**src/rtl/wb_pkg.sv**
```systemverilog
// rtl/wb_pkg.sv - shared types and constants for the writeback arbiter
package wb_pkg;

  localparam logic WB_SRC_MEM = 1'b0;
  localparam logic WB_SRC_EX  = 1'b1;

  localparam logic [4:0] REG_ZERO = 5'd0;

  typedef struct packed {
    logic [4:0]  regdest;
    logic [31:0] value;
  } wb_entry_t;

endpackage

```
**src/rtl/wb_fifo.sv**
```systemverilog
// rtl/wb_fifo.sv - per-source result FIFO; pushes to a full FIFO are ignored here
module wb_fifo
  import wb_pkg::*;
#(
  parameter int DEPTH = 4,
  localparam int PW = $clog2(DEPTH),
  localparam int CW = $clog2(DEPTH) + 1
) (
  input  logic                    clock,
  input  logic                    reset,
  input  logic                    push,
  input  wb_entry_t               push_data,
  input  logic                    pop,
  output wb_entry_t               head,
  output logic [CW-1:0]           count,
  output logic                    full,
  output logic                    empty,
  output wb_entry_t [DEPTH-1:0]   entries,
  output logic [DEPTH-1:0]        entry_valid
);

  wb_entry_t [DEPTH-1:0] entries_q, entries_d;
  logic [PW-1:0]         wr_ptr_q, wr_ptr_d;
  logic [PW-1:0]         rd_ptr_q, rd_ptr_d;
  logic [CW-1:0]         count_q, count_d;
  logic                  do_push, do_pop;

  assign full    = (count_q == CW'(DEPTH));
  assign empty   = (count_q == '0);
  assign do_push = push && !full;
  assign do_pop  = pop && !empty;
  assign head    = entries_q[rd_ptr_q];
  assign count   = count_q;
  assign entries = entries_q;

  always_comb begin
    entries_d = entries_q;
    wr_ptr_d  = wr_ptr_q;
    rd_ptr_d  = rd_ptr_q;
    count_d   = count_q;
    if (do_push) begin
      entries_d[wr_ptr_q] = push_data;
      wr_ptr_d            = wr_ptr_q + PW'(1);
    end
    if (do_pop) begin
      rd_ptr_d = rd_ptr_q + PW'(1);
    end
    if (do_push && !do_pop) begin
      count_d = count_q + CW'(1);
    end else if (do_pop && !do_push) begin
      count_d = count_q - CW'(1);
    end
  end

  // A slot is live when its distance from the read pointer is below the count.
  always_comb begin
    entry_valid = '0;
    for (int i = 0; i < DEPTH; i++) begin
      entry_valid[i] = ({1'b0, PW'(i) - rd_ptr_q} < count_q);
    end
  end

  always_ff @(posedge clock) begin
    if (reset) begin
      entries_q <= '0;
      wr_ptr_q  <= '0;
      rd_ptr_q  <= '0;
      count_q   <= '0;
    end else begin
      entries_q <= entries_d;
      wr_ptr_q  <= wr_ptr_d;
      rd_ptr_q  <= rd_ptr_d;
      count_q   <= count_d;
    end
  end

endmodule

```
**src/rtl/wb_arbiter.sv**
```systemverilog
// rtl/wb_arbiter.sv - buffers MEM and EX results and round-robins them onto the register write port
// Optional WB_PENDING_EN adds the wb_iss_pending destination mask output.
module wb_arbiter
  import wb_pkg::*;
#(
  parameter int DEPTH        = 4,
  parameter int STALL_MARGIN = 3
) (
  input  logic        clock,
  input  logic        reset,
  input  logic        mem_wb_oper,
  input  logic        mem_wb_writereg,
  input  logic [4:0]  mem_wb_regdest,
  input  logic [31:0] mem_wb_wbvalue,
  input  logic        ex_wb_oper,
  input  logic        ex_wb_writereg,
  input  logic [4:0]  ex_wb_regdest,
  input  logic [31:0] ex_wb_wbvalue,
  output logic        wb_rb_writeenable,
  output logic [4:0]  wb_rb_waddr,
  output logic [31:0] wb_rb_wdata,
  output logic        wb_iss_stall,
  output logic        wb_overflow
`ifdef WB_PENDING_EN
  ,
  output logic [31:0] wb_iss_pending
`endif
);

  localparam int CW = $clog2(DEPTH) + 1;
  localparam logic [CW-1:0] STALL_TH = CW'(DEPTH - 1 - STALL_MARGIN);

  wb_entry_t             mem_in, ex_in, mem_head, ex_head;
  logic [CW-1:0]         mem_count, ex_count;
  logic                  mem_full, ex_full, mem_empty, ex_empty;
  wb_entry_t [DEPTH-1:0] mem_entries, ex_entries;
  logic [DEPTH-1:0]      mem_ev, ex_ev;
  logic                  mem_push, ex_push, grant_mem, grant_ex;

  logic        last_grant_q, last_grant_d;
  logic        we_q, we_d;
  logic [4:0]  waddr_q, waddr_d;
  logic [31:0] wdata_q, wdata_d;
  logic        overflow_q, overflow_d;

  // Results to $0 are architecturally void and never enter a FIFO.
  assign mem_push = mem_wb_oper && mem_wb_writereg && (mem_wb_regdest != REG_ZERO);
  assign ex_push  = ex_wb_oper && ex_wb_writereg && (ex_wb_regdest != REG_ZERO);
  assign mem_in   = '{regdest: mem_wb_regdest, value: mem_wb_wbvalue};
  assign ex_in    = '{regdest: ex_wb_regdest, value: ex_wb_wbvalue};

  wb_fifo #(.DEPTH(DEPTH)) u_mem_fifo (
    .clock(clock), .reset(reset), .push(mem_push), .push_data(mem_in), .pop(grant_mem),
    .head(mem_head), .count(mem_count), .full(mem_full), .empty(mem_empty),
    .entries(mem_entries), .entry_valid(mem_ev)
  );

  wb_fifo #(.DEPTH(DEPTH)) u_ex_fifo (
    .clock(clock), .reset(reset), .push(ex_push), .push_data(ex_in), .pop(grant_ex),
    .head(ex_head), .count(ex_count), .full(ex_full), .empty(ex_empty),
    .entries(ex_entries), .entry_valid(ex_ev)
  );

  // last_grant only moves on a tie; a lone requester does not disturb fairness.
  always_comb begin
    grant_mem    = 1'b0;
    grant_ex     = 1'b0;
    last_grant_d = last_grant_q;
    we_d         = 1'b0;
    waddr_d      = waddr_q;
    wdata_d      = wdata_q;
    overflow_d   = overflow_q || (mem_push && mem_full) || (ex_push && ex_full);
    if (!mem_empty && (ex_empty || last_grant_q == WB_SRC_EX)) begin
      grant_mem = 1'b1;
    end else if (!ex_empty) begin
      grant_ex = 1'b1;
    end
    if (!mem_empty && !ex_empty) begin
      last_grant_d = grant_mem ? WB_SRC_MEM : WB_SRC_EX;
    end
    if (grant_mem) begin
      we_d    = 1'b1;
      waddr_d = mem_head.regdest;
      wdata_d = mem_head.value;
    end else if (grant_ex) begin
      we_d    = 1'b1;
      waddr_d = ex_head.regdest;
      wdata_d = ex_head.value;
    end
  end

  always_ff @(posedge clock) begin
    if (reset) begin
      last_grant_q <= WB_SRC_EX;
      we_q         <= 1'b0;
      waddr_q      <= '0;
      wdata_q      <= '0;
      overflow_q   <= 1'b0;
    end else begin
      last_grant_q <= last_grant_d;
      we_q         <= we_d;
      waddr_q      <= waddr_d;
      wdata_q      <= wdata_d;
      overflow_q   <= overflow_d;
    end
  end

  assign wb_rb_writeenable = we_q;
  assign wb_rb_waddr       = waddr_q;
  assign wb_rb_wdata       = wdata_q;
  assign wb_overflow       = overflow_q;
  assign wb_iss_stall      = (mem_count > STALL_TH) || (ex_count > STALL_TH);

`ifdef WB_PENDING_EN
  always_comb begin
    wb_iss_pending = '0;
    for (int i = 0; i < DEPTH; i++) begin
      if (mem_ev[i]) wb_iss_pending[mem_entries[i].regdest] = 1'b1;
      if (ex_ev[i])  wb_iss_pending[ex_entries[i].regdest] = 1'b1;
    end
    if (we_q) wb_iss_pending[waddr_q] = 1'b1;
    wb_iss_pending[0] = 1'b0;
  end
`else
  logic unused_entries;
  assign unused_entries = ^{mem_entries, ex_entries, mem_ev, ex_ev};
`endif

endmodule

```
**config.mk**
```make
export PLATFORM = sky130hd
export DESIGN_NAME = wb_arbiter
export DESIGN_NICKNAME = d
export VERILOG_FILES = /design/src/rtl/wb_pkg.sv /design/src/rtl/wb_fifo.sv /design/src/rtl/wb_arbiter.sv
export SDC_FILE = /design/constraint.sdc
export NUM_CORES = 1
export LEC_CHECK = 0
export BUFFER_PORTS_ARGS = -buffer_cell sky130_fd_sc_hd__clkbuf_2
export CAP_MARGIN = 30
export CORE_MARGIN = 5
export CORE_UTILIZATION = 25
export CTS_BUF_LIST = sky130_fd_sc_hd__clkbuf_4 sky130_fd_sc_hd__clkbuf_8 sky130_fd_sc_hd__clkbuf_16
export DETAILED_ROUTE_END_ITERATION = 10
export SETUP_SLACK_MARGIN = 0.3
export SLEW_MARGIN = 10
export SYNTH_ARGS = -nofsm -noshare
export SYNTH_HDL_FRONTEND = slang
export SYNTH_SLANG_ARGS = --single-unit
```
**constraint.sdc**
```tcl
create_clock -name clock -period 2.7 [get_ports clock]
set_input_delay 0.27 -clock clock [delete_from_list [all_inputs] [get_ports clock]]
set_output_delay 0.27 -clock clock [all_outputs]
set_load 0.01 [all_outputs]
```
==> results of run 1 <==
==> power by group <==
part,internal (mW),leakage (nW),switching [mW]
registers,5.47,2.83,0.297
logic,1.30,2.75,1.76
clock network,3.18,0.634,2.07
total,9.95,6.21,4.13
==> layer usage <==
layer	vias up	global-route usage (%)
met5	-	0
met4	2	3.50
met3	60	2.06
met2	318	23.5
met1	5822	18.0
li1	5717	-
==> area by class of cell <==
type	count	area share [%]
Multi-Input combinational cell	1125	39.7
Sequential cell	350	38.9
Tap cell	773	5.36
Clock inverter	10	0.715
Clock buffer	53	6.24
Timing Repair Buffer	211	8.87
Inverter	10	0.208
==> cells in the mapped netlist, drive strengths merged, types with 2 or more instances <==
master and number:
buf 78, nor3 3, o2bb2ai 37, o211ai 7, ha 10, dfxtp 350
o2111ai 4, clkbuf 47, xnor2 4, a21oi 298, or3b 3, inv 10
and2 2, nand2 593, o21ai 6, or3 3, xor2 6, or4 2
and3 4, nor2 13, o2111a 4, o211a 4, fa 2, mux4 74
mux2i 41
==> cell families (layout without fill, tap and decap cells) <==
family | Yosys count | after routing | synth area share [%]
compound gates | 364 | 364 | 16.1
xor+xnor | 10 | 10 | 0.588
flops | 350 | 350 | 47.0
simple gates | 624 | 624 | 16.1
mux | 115 | 115 | 13.9
fa+ha+maj | 12 | 12 | 1.11
buf+inv | 135 | 284 | 5.10
==> stage by stage <==
step                total power, mW  instances  area [um2]
CTS                            14.2       2531       18000
finish                         14.1       2532       18000
global route                   14.7       2532       18000
global placement               8.81       2417       16200
floorplan                      7.85       1610       14900
detailed placement             8.87       2417       16200
==> worst max-delay path, stage by stage, from the launching register on <==
cell and delay (ns):
dfxtp_1 0.37, or3_1 0.47, o21ai_4 0.10, ha_1 0.20
inv_1 0.07, fa_1 0.39, xor2_1 0.18, or3_1 0.31
a21oi_1 0.14
==> registers in the layout, summed over array words and instances, names as in the netlist <==
signal               count
wb_overflow              1
u_mem_fifo.wr_ptr_q      2
u_ex_fifo.rd_ptr_q       2
u_ex_fifo.count          3
last_grant_q             1
u_ex_fifo.wr_ptr_q       2
u_ex_fifo.entries      148
u_mem_fifo.rd_ptr_q      2
u_mem_fifo.count         3
wb_rb_waddr              5
u_mem_fifo.entries     148
wb_rb_wdata             32
wb_rb_writeenable        1
==> what timing repair did <==
item	4_1_cts	5_1_grt
hold endpoints to repair	143	0
setup buffers	0	1
gates resized for setup	0	2
hold buffers	51	0
endpoints found under the setup margin	0	1
==> worst paths after layout <==
| path | start | end | cells past startpoint |
|---|---|---|---|
| hold reg to reg | u_mem_fifo.entries[67] | u_mem_fifo.entries[67] | 2 |
| hold / removal | mem_wb_wbvalue[31] | u_mem_fifo.entries[31] | 3 |
| setup reg to reg | u_mem_fifo.count[0] | u_mem_fifo.count[2] | 8 |
| setup / recovery | u_mem_fifo.count[0] | u_mem_fifo.count[2] | 8 |
==> flow_metrics.tcl, run 1 <==
set metrics [dict create \
    drv_slew 0 \
    wl_met1_um 19200 \
    leakage_nw 6.21 \
    synth_seq_area_share_pct 47.0 \
    dp_slack_ns 0.279 \
    synth_edf_count 0 \
    wl_um 45300 \
    max-vdd-ir-drop_mv 0.530 \
    synth-seq-cells 350 \
    worst_pin_slew_ns 0.744 \
    antenna_found_initial 1 \
    met2_length_um 22700 \
    vias 11900 \
    grt_pass1_wl_um 69600 \
    synth_top_area_cell "dfxtp_1" \
    multiInputGateArea_um2 7160 \
    final_common_cell "nand2_1" \
    outcome "complete, no violations" \
    fill_cells 6139 \
    period_share_pct 84.7 \
    cts_buffers 37 \
    grt_pass1_vias 11900 \
    async_flop_share_pct 0 \
    via_per_inst 4.71 \
    avgSynthCellArea_um2 9.26 \
    clkSlewWorstSetupHoldPaths_ns 0.06 \
    cts-root-buf "clkbuf_16" \
    relSlewSlack_pct 50.4 \
    htreeDepth 2 \
    gr-usage-all-layers_pct 13.6 \
    utilization_pct 30.6 \
    hold_viol 0 \
    die_area_um2 64600 \
    fin_ws_ns 0.413 \
    globalplace.congestion 0.759 \
    core_um2 59000 \
    syn_nets 1702 \
    cts_tree "yes" \
    wl_per_cell_um 17.9 \
    synth_top_area_share_pct 47.0 \
    synth_flop_cell "dfxtp_1" \
    seq_area_um2 7010 \
    rsz0062_at_grt "false" \
    setup_viol 0 \
    drv_cap 0 \
    hold_slack_ns 0.0208 \
    cts.path.max_buffers 3 \
    numPortBuffers 119 \
    tns_ns 0 \
    ios 120 \
    insertion_delay_ns 0.53 \
    cts.sinks 350 \
    ys_warn_count 0 \
    syn_area_um2 14900 \
    drtIter0Drc 861 \
    critPathMaxFanout 5 \
    syn_inst 1610 \
    min_period_ns 2.29 \
    drc 0 \
    initial_core_util_pct 25.2 \
    reg2reg_setup_slack_ns 0.41 \
    ant_nets 0 \
    routed.top_layer "met5" \
    die_w_um 254 \
    drive_gt1_share_pct 21.5 \
    synth.area.top_cells "dfxtp_1 47%, nand2_1 15%, mux4_2 11%" \
    crit_path_end_kind "flop" \
    critPathKind "reg -> reg" \
    powerDensity_nw_per_um2 780 \
    antenna_cells 0 \
    crit_arrival_ns 2.74 \
    hold_path.class "in -> reg" \
    rows 89 \
    cp.required_ns 3.15 \
    fin_nets 1827 \
    skew_ns 0.0147 \
    grt_overflow 0 \
    start_kind "flop" \
    die_h_um 254 \
    grt_max_degree 135 \
    max_freq_ghz 0.437 \
    synth_cell_types 39 \
    layout_common_cells "593 x nand2_1, 347 x dfxtp_1, 237 x a21oi_1, 118 x clkbuf_2, 74 x mux4_2" \
    wl_met3_um 2370 \
    areaGrowthSynthToFinish_pct 21.0 \
    hpwl_um 28600 \
    drt-pass1-iter-count 5 \
]
Note: power is estimated with default switching activity, not from simulation.
==> run 2: changes to the inputs <==
Settings changed: ABC_AREA set to 1.
Clock period 2.7 ns to 2.35 ns, I/O delays scaled along.
==> run 2 against run 1 <==
Net effect: combinational power rose by 130%; non-clock buffer count rose by 24; area after synthesis rose by 15%; wire length rose by 7.1%; clock skew rose by 0.011 ns; via count rose by 30%; core utilization fell by 0.54 points; worst hold slack improved by 0.15 ns; critical path type is now reg -> out.
==> flow_metrics.tcl, run 2 <==
set metrics [dict create \
    outcome "complete, no violations" \
    r2r_cells 13 \
    synth_top_area_cell "dfxtp_1" \
    fill_cells 7548 \
    crit_path_end_kind "primary output" \
    finalNonFillerCells 3735 \
    clkSlewWorstSetupHoldPaths_ns 0.06 \
    min_period_ns 2.01 \
    hold_slack_ns 0.174 \
    crit_arrival_ns 1.78 \
    period_share_pct 85.6 \
    relSlewSlack_pct 42.0 \
    final_common_cell "nand2_1" \
    crit_chain "inv_2, nand3_2, buf_6, nor2_2, inv_2, clkbuf_2" \
    grt_pass1_wl_um 77600 \
    vias 15500 \
    power_frac_seq_pct 34.0 \
    cts.path.max_buffers 3 \
    die_w_um 272 \
    pwr-share-comb_pct 33.9 \
    ys_warn_count 0 \
    cts-root-buf "clkbuf_16" \
    gr-usage-all-layers_pct 12.8 \
    skew_ns 0.0260 \
    drive_gt1_share_pct 9.36 \
    start_kind "flop" \
    max-vdd-ir-drop_mv 0.737 \
    antenna_found_initial 1 \
    regToRegEndpoint "u_ex_fifo.count[2]" \
    p_clk_share_pct 32.1 \
    critPathMaxFanout 41 \
    avgSynthCellArea_um2 6.32 \
    syn_area_um2 17100 \
    wl_per_cell_um 13.0 \
    hpwl_um 30500 \
    async_flop_share_pct 0 \
    drt-pass1-iter-count 5 \
    core_um2 68200 \
    utilization_pct 30.0 \
    drv_cap 0 \
    synth-seq-cells 350 \
    p_total_mw 20.4 \
    tns_ns 0 \
    synth_top_area_share_pct 40.9 \
    powerDensity_nw_per_um2 998 \
    cts.sinks 350 \
    synth_flop_cell "dfxtp_1" \
    drtIter0Drc 965 \
    cts_tree "yes" \
    wl_um 48500 \
    hold_path.class "in -> reg" \
    grt_max_degree 76 \
    insertion_delay_ns 0.57 \
    synth_edf_count 0 \
    dpl.cell_count 3587 \
    htreeDepth 2 \
    slowest_stage "dfxtp_1" \
    synthTopCellsByCount "949 x nand2_1, 602 x nor2_1, 350 x dfxtp_1" \
    crit_end "wb_iss_stall" \
    layout_common_cells "948 x nand2_1, 599 x nor2_1, 347 x dfxtp_1, 313 x inv_1, 188 x nand3_1" \
    ant_nets 0 \
    synth_cell_types 23 \
    drv_slew 0 \
    synth.area.top_cells "dfxtp_1 41%, nand2_1 21%, nor2_1 13%" \
    fin_nets 2917 \
    multiInputGateArea_um2 7870 \
    die_h_um 272 \
    hold_viol 0 \
    syn_nets 2801 \
    synth_most_common_cell "nand2_1" \
    setup_viol 0 \
    p_int_mw 12.7 \
    p_sw_share_pct 37.8 \
    worstSetupStartpoint "u_mem_fifo.count[0]" \
    ios 120 \
    via_per_inst 4.16 \
    seq_area_um2 7010 \
    power.switching_mw 7.73 \
    initial_core_util_pct 25.1 \
    die_area_um2 73800 \
    numPortBuffers 119 \
    max_freq_ghz 0.497 \
    syn_inst 2709 \
    areaGrowthSynthToFinish_pct 19.7 \
    r2r-start "u_ex_fifo.count[1]" \
    globalplace.congestion 0.800 \
    synth_seq_area_share_pct 40.9 \
    grt_overflow 0 \
    critPathKind "reg -> out" \
    reg2reg_setup_slack_ns 0.40 \
    critPathMostFrequentCell "inv_2" \
    leakage_nw 10.4 \
    rsz0062_at_grt "true" \
    critPathMaxStageDelay_ns 0.37 \
    cts_buffers 43 \
    worst_pin_slew_ns 0.871 \
    grt_pass1_vias 14400 \
    cp.required_ns 2.12 \
    drc 0 \
    rows 96 \
]
[run 2: final cells by class]
type                       count  share of cell area [%]
antenna                        1                  0.0122
clock buffer                  63                    6.38
clock inverter                 9                   0.483
inverter                     325                    5.99
multi-input combinational   1870                    38.5
sequential                   350                    34.3
tap                          882                    5.39
timing repair buffer         235                    9.04
[run 2: per-stage QoR]
step / setup WS, ns / cell area [um2]
2_1_floorplan: 0.456 / 17100
3_5_place_dp: 0.311 / 18300
3_3_place_gp: 0.277 / 18300
4_1_cts: 0.335 / 20400
6_report: 0.338 / 20500
5_1_grt: 0.225 / 20500
[run 2: timing repair]
action                                  in CTS  in global routing
hold buffers                                74                  0
endpoints found under the setup margin       1                 98
hold endpoints to repair                   296                  0
gates resized for setup                      1                 15
setup buffers                                0                  1
pin swaps                                    0                  1
[run 2: metal layers]
| layer | track usage, % | part of all wire [%] |
|---|---|---|
| met2 | 21.3 | 46 |
| met5 | 0 | 0 |
| met3 | 2.21 | 4.6 |
| met4 | 4.24 | 2.9 |
| met1 | 17.0 | 47 |
[run 2: critical path: cells and delay by family (launching register included)]
family	cells	cell delay (ns)
buffers and inverters	4	0.64
DFF	1	0.37
and+or+nand+nor	2	0.22
[run 2: cell families after synthesis]
group                    share of synthesized area (%)
adder cells (fa/ha/maj)                          0.965
AND/OR/NAND/NOR                                   40.5
AO/OA/AOI/OAI                                     3.96
flip-flops                                        40.9
buffers and inverters                             13.5
XOR/XNOR                                         0.102
[run 2: power groups by stage]
stage | clock network (mW) | logic [mW] | registers [mW]
floorplan | 0 | 4.48 | 6.94
global placement | 0 | 6.83 | 7.06
detailed placement | 0 | 6.84 | 7.07
CTS | 6.74 | 7.00 | 6.95
global route | 6.98 | 7.76 | 7.03
finish | 6.56 | 6.93 | 6.96
[run 2: worst min path at each step]
stage | start | end | slack, ns | depth (start not counted)
floorplan | ex_wb_wbvalue[0] | u_ex_fifo.entries[0] | 0.37 | 2
global placement | wb_rb_wdata[6] | wb_rb_wdata[6] | 0.44 | 2
detailed placement | wb_rb_wdata[22] | wb_rb_wdata[22] | 0.44 | 2
CTS | reset | u_mem_fifo.rd_ptr_q[1] | 0.12 | 2
global route | reset | u_mem_fifo.rd_ptr_q[1] | 0.18 | 2
finish | reset | u_mem_fifo.rd_ptr_q[1] | 0.17 | 2
==> run 3: changes to the inputs <==
--- a/constraint.sdc
+++ b/constraint.sdc
@@ -3,2 +3,2 @@
 set_output_delay 0.235 -clock clock [all_outputs]
-set_load 0.01 [all_outputs]
+set_load 0.02 [all_outputs]
==> run 3 against run 2 <==
Net effect: global-route usage is the same; sequential share of layout area hardly changed; total power increased by 0.77%; non-clock buffer count is the same; clock power hardly changed; via count increased by 0.15%; first-iteration DRC count unchanged.
==> flow_metrics.tcl, run 3 (synthesized netlist as in run 2, its figures left out) <==
set metrics [dict create \
    drive_gt1_share_pct 9.36 \
    drc 0 \
    period_share_pct 84.4 \
    r2r-start "u_ex_fifo.count[1]" \
    grt_overflow 0 \
    die_h_um 272 \
    drtIter0Drc 965 \
    wl_per_cell_um 13.0 \
    reg2reg_setup_slack_ns 0.38 \
    hold_viol 0 \
    wl_met1_um 22700 \
    core_um2 68200 \
    insertion_delay_ns 0.56 \
    critPathKind "reg -> out" \
    dpl.cell_count 3587 \
    cts_tree "yes" \
    cts-root-buf "clkbuf_16" \
    power.switching_mw 7.88 \
    final_common_cell "nand2_1" \
    grt_max_degree 76 \
    rsz0062_at_grt "true" \
    power_frac_seq_pct 33.8 \
    grt_pass1_vias 14400 \
    finalNonFillerCells 3735 \
    ant_nets 0 \
    fin_nets 2917 \
    relSlewSlack_pct 41.9 \
    numPortBuffers 119 \
    min_period_ns 1.98 \
    tns_ns 0 \
    grt_pass1_wl_um 77600 \
    fill_cells 7549 \
    p_int_mw 12.7 \
    p_sw_share_pct 38.3 \
    p_total_mw 20.6 \
    leakage_nw 10.4 \
    die_area_um2 73800 \
    p_clk_share_pct 31.8 \
    hpwl_um 30500 \
    outcome "complete, no violations" \
    clkSlewWorstSetupHoldPaths_ns 0.06 \
    routed.top_layer "met4" \
    areaGrowthSynthToFinish_pct 19.6 \
    cts_buffers 43 \
    cp.required_ns 2.12 \
    globalplace.congestion 0.800 \
    hold_path.class "in -> reg" \
    min_path_cells 2 \
    powerDensity_nw_per_um2 1010 \
    pwr-share-comb_pct 34.4 \
    crit_path_end_kind "primary output" \
    drv_slew 0 \
    max-vdd-ir-drop_mv 0.804 \
    met2_length_um 22100 \
    antenna_found_initial 1 \
    regToRegEndpoint "u_ex_fifo.count[2]" \
    start_kind "flop" \
    worst_pin_slew_ns 0.871 \
    setup_viol 0 \
    via_per_inst 4.16 \
    die_w_um 272 \
    r2r_cells 13 \
    cts.path.max_buffers 3 \
    htreeDepth 2 \
    wl_um 48500 \
    max_freq_ghz 0.504 \
    ios 120 \
    initial_core_util_pct 25.1 \
    critPathMaxFanout 41 \
    drv_cap 0 \
    crit_arrival_ns 1.75 \
    rows 96 \
    cts.sinks 350 \
    vias 15500 \
    hp-start "reset" \
    gr-usage-all-layers_pct 12.8 \
    holdPathEnd "u_mem_fifo.rd_ptr_q[1]" \
    layout_common_cells "948 x nand2_1, 599 x nor2_1, 347 x dfxtp_1, 313 x inv_1, 188 x nand3_1" \
    wl_met3_um 2270 \
    skew_ns 0.0253 \
    drt-pass1-iter-count 5 \
    fin_area_um2 20500 \
    placed_area_um2 18300 \
]
run 3: cell counts in the layout (fill, tap and decap cells not counted):
Identical to the previous run, type by type.
run 3: metrics by stage:
step | utilization [%] | worst slack [ns] | hold slack (ns)
final | 30.0 | 0.367 | 0.167
after global routing | 30.0 | 0.225 | 0.162
after detailed placement | 26.8 | 0.311 | 0.442
after global placement | 26.8 | 0.277 | 0.438
after CTS | 29.9 | 0.334 | 0.121
after floorplan | - | 0.456 | 0.370
run 3: power groups by stage:
stage               Clock, mW  Sequential (mW)  Combinational, mW
floorplan                   0             7.08               4.49
detailed placement          0             7.07               6.99
global placement            0             7.06               6.99
CTS                      6.74             6.95               7.16
global route             6.98             7.03               7.92
finish                   6.56             6.96               7.08
run 3: worst max path at each step:
stage,end,slack [ns],start
floorplan,u_mem_fifo.count[2],0.46,u_ex_fifo.count[0]
global placement,wb_rb_wdata[13],0.28,u_mem_fifo.count[0]
detailed placement,wb_rb_wdata[12],0.31,u_mem_fifo.count[0]
CTS,u_ex_fifo.count[2],0.33,u_ex_fifo.count[0]
global route,u_ex_fifo.count[2],0.23,u_ex_fifo.count[0]
finish,wb_iss_stall,0.37,u_mem_fifo.count[0]
run 3: final cells by class:
| type | instances | area (um2) | share of cell area [%] |
|---|---|---|---|
| multi-input cells | 1870 | 7870 | 38.4 |
| flip-flops and latches | 350 | 7010 | 34.3 |
| repair buffers | 235 | 1850 | 9.06 |
| clock buffers | 63 | 1310 | 6.38 |
| inverters | 325 | 1230 | 6.00 |
| well taps | 882 | 1100 | 5.39 |
| clock inverters | 9 | 98.8 | 0.483 |
| diodes | 1 | 2.50 | 0.0122 |
run 3: worst max-delay path, stage by stage (launching register included):
cell and delay, ns:
dfxtp_1 0.37, inv_2 0.07, nand3_2 0.11, buf_8 0.25, nor2_2 0.09, inv_2 0.12
clkbuf_2 0.19
run 3: layer usage:
layer	track usage, %	vias up
met5	0	-
met4	4.24	0
met3	2.21	66
met2	21.3	268
met1	17.0	6870
li1	-	8342
run 3: repair_timing:
action | CTS | global route
pin swaps | 0 | 1
gates cloned | 0 | 0
setup endpoints to repair | 1 | 90
hold endpoints to repair | 296 | 0
hold buffers | 74 | 0
setup buffers | 0 | 1
resized for setup | 2 | 14
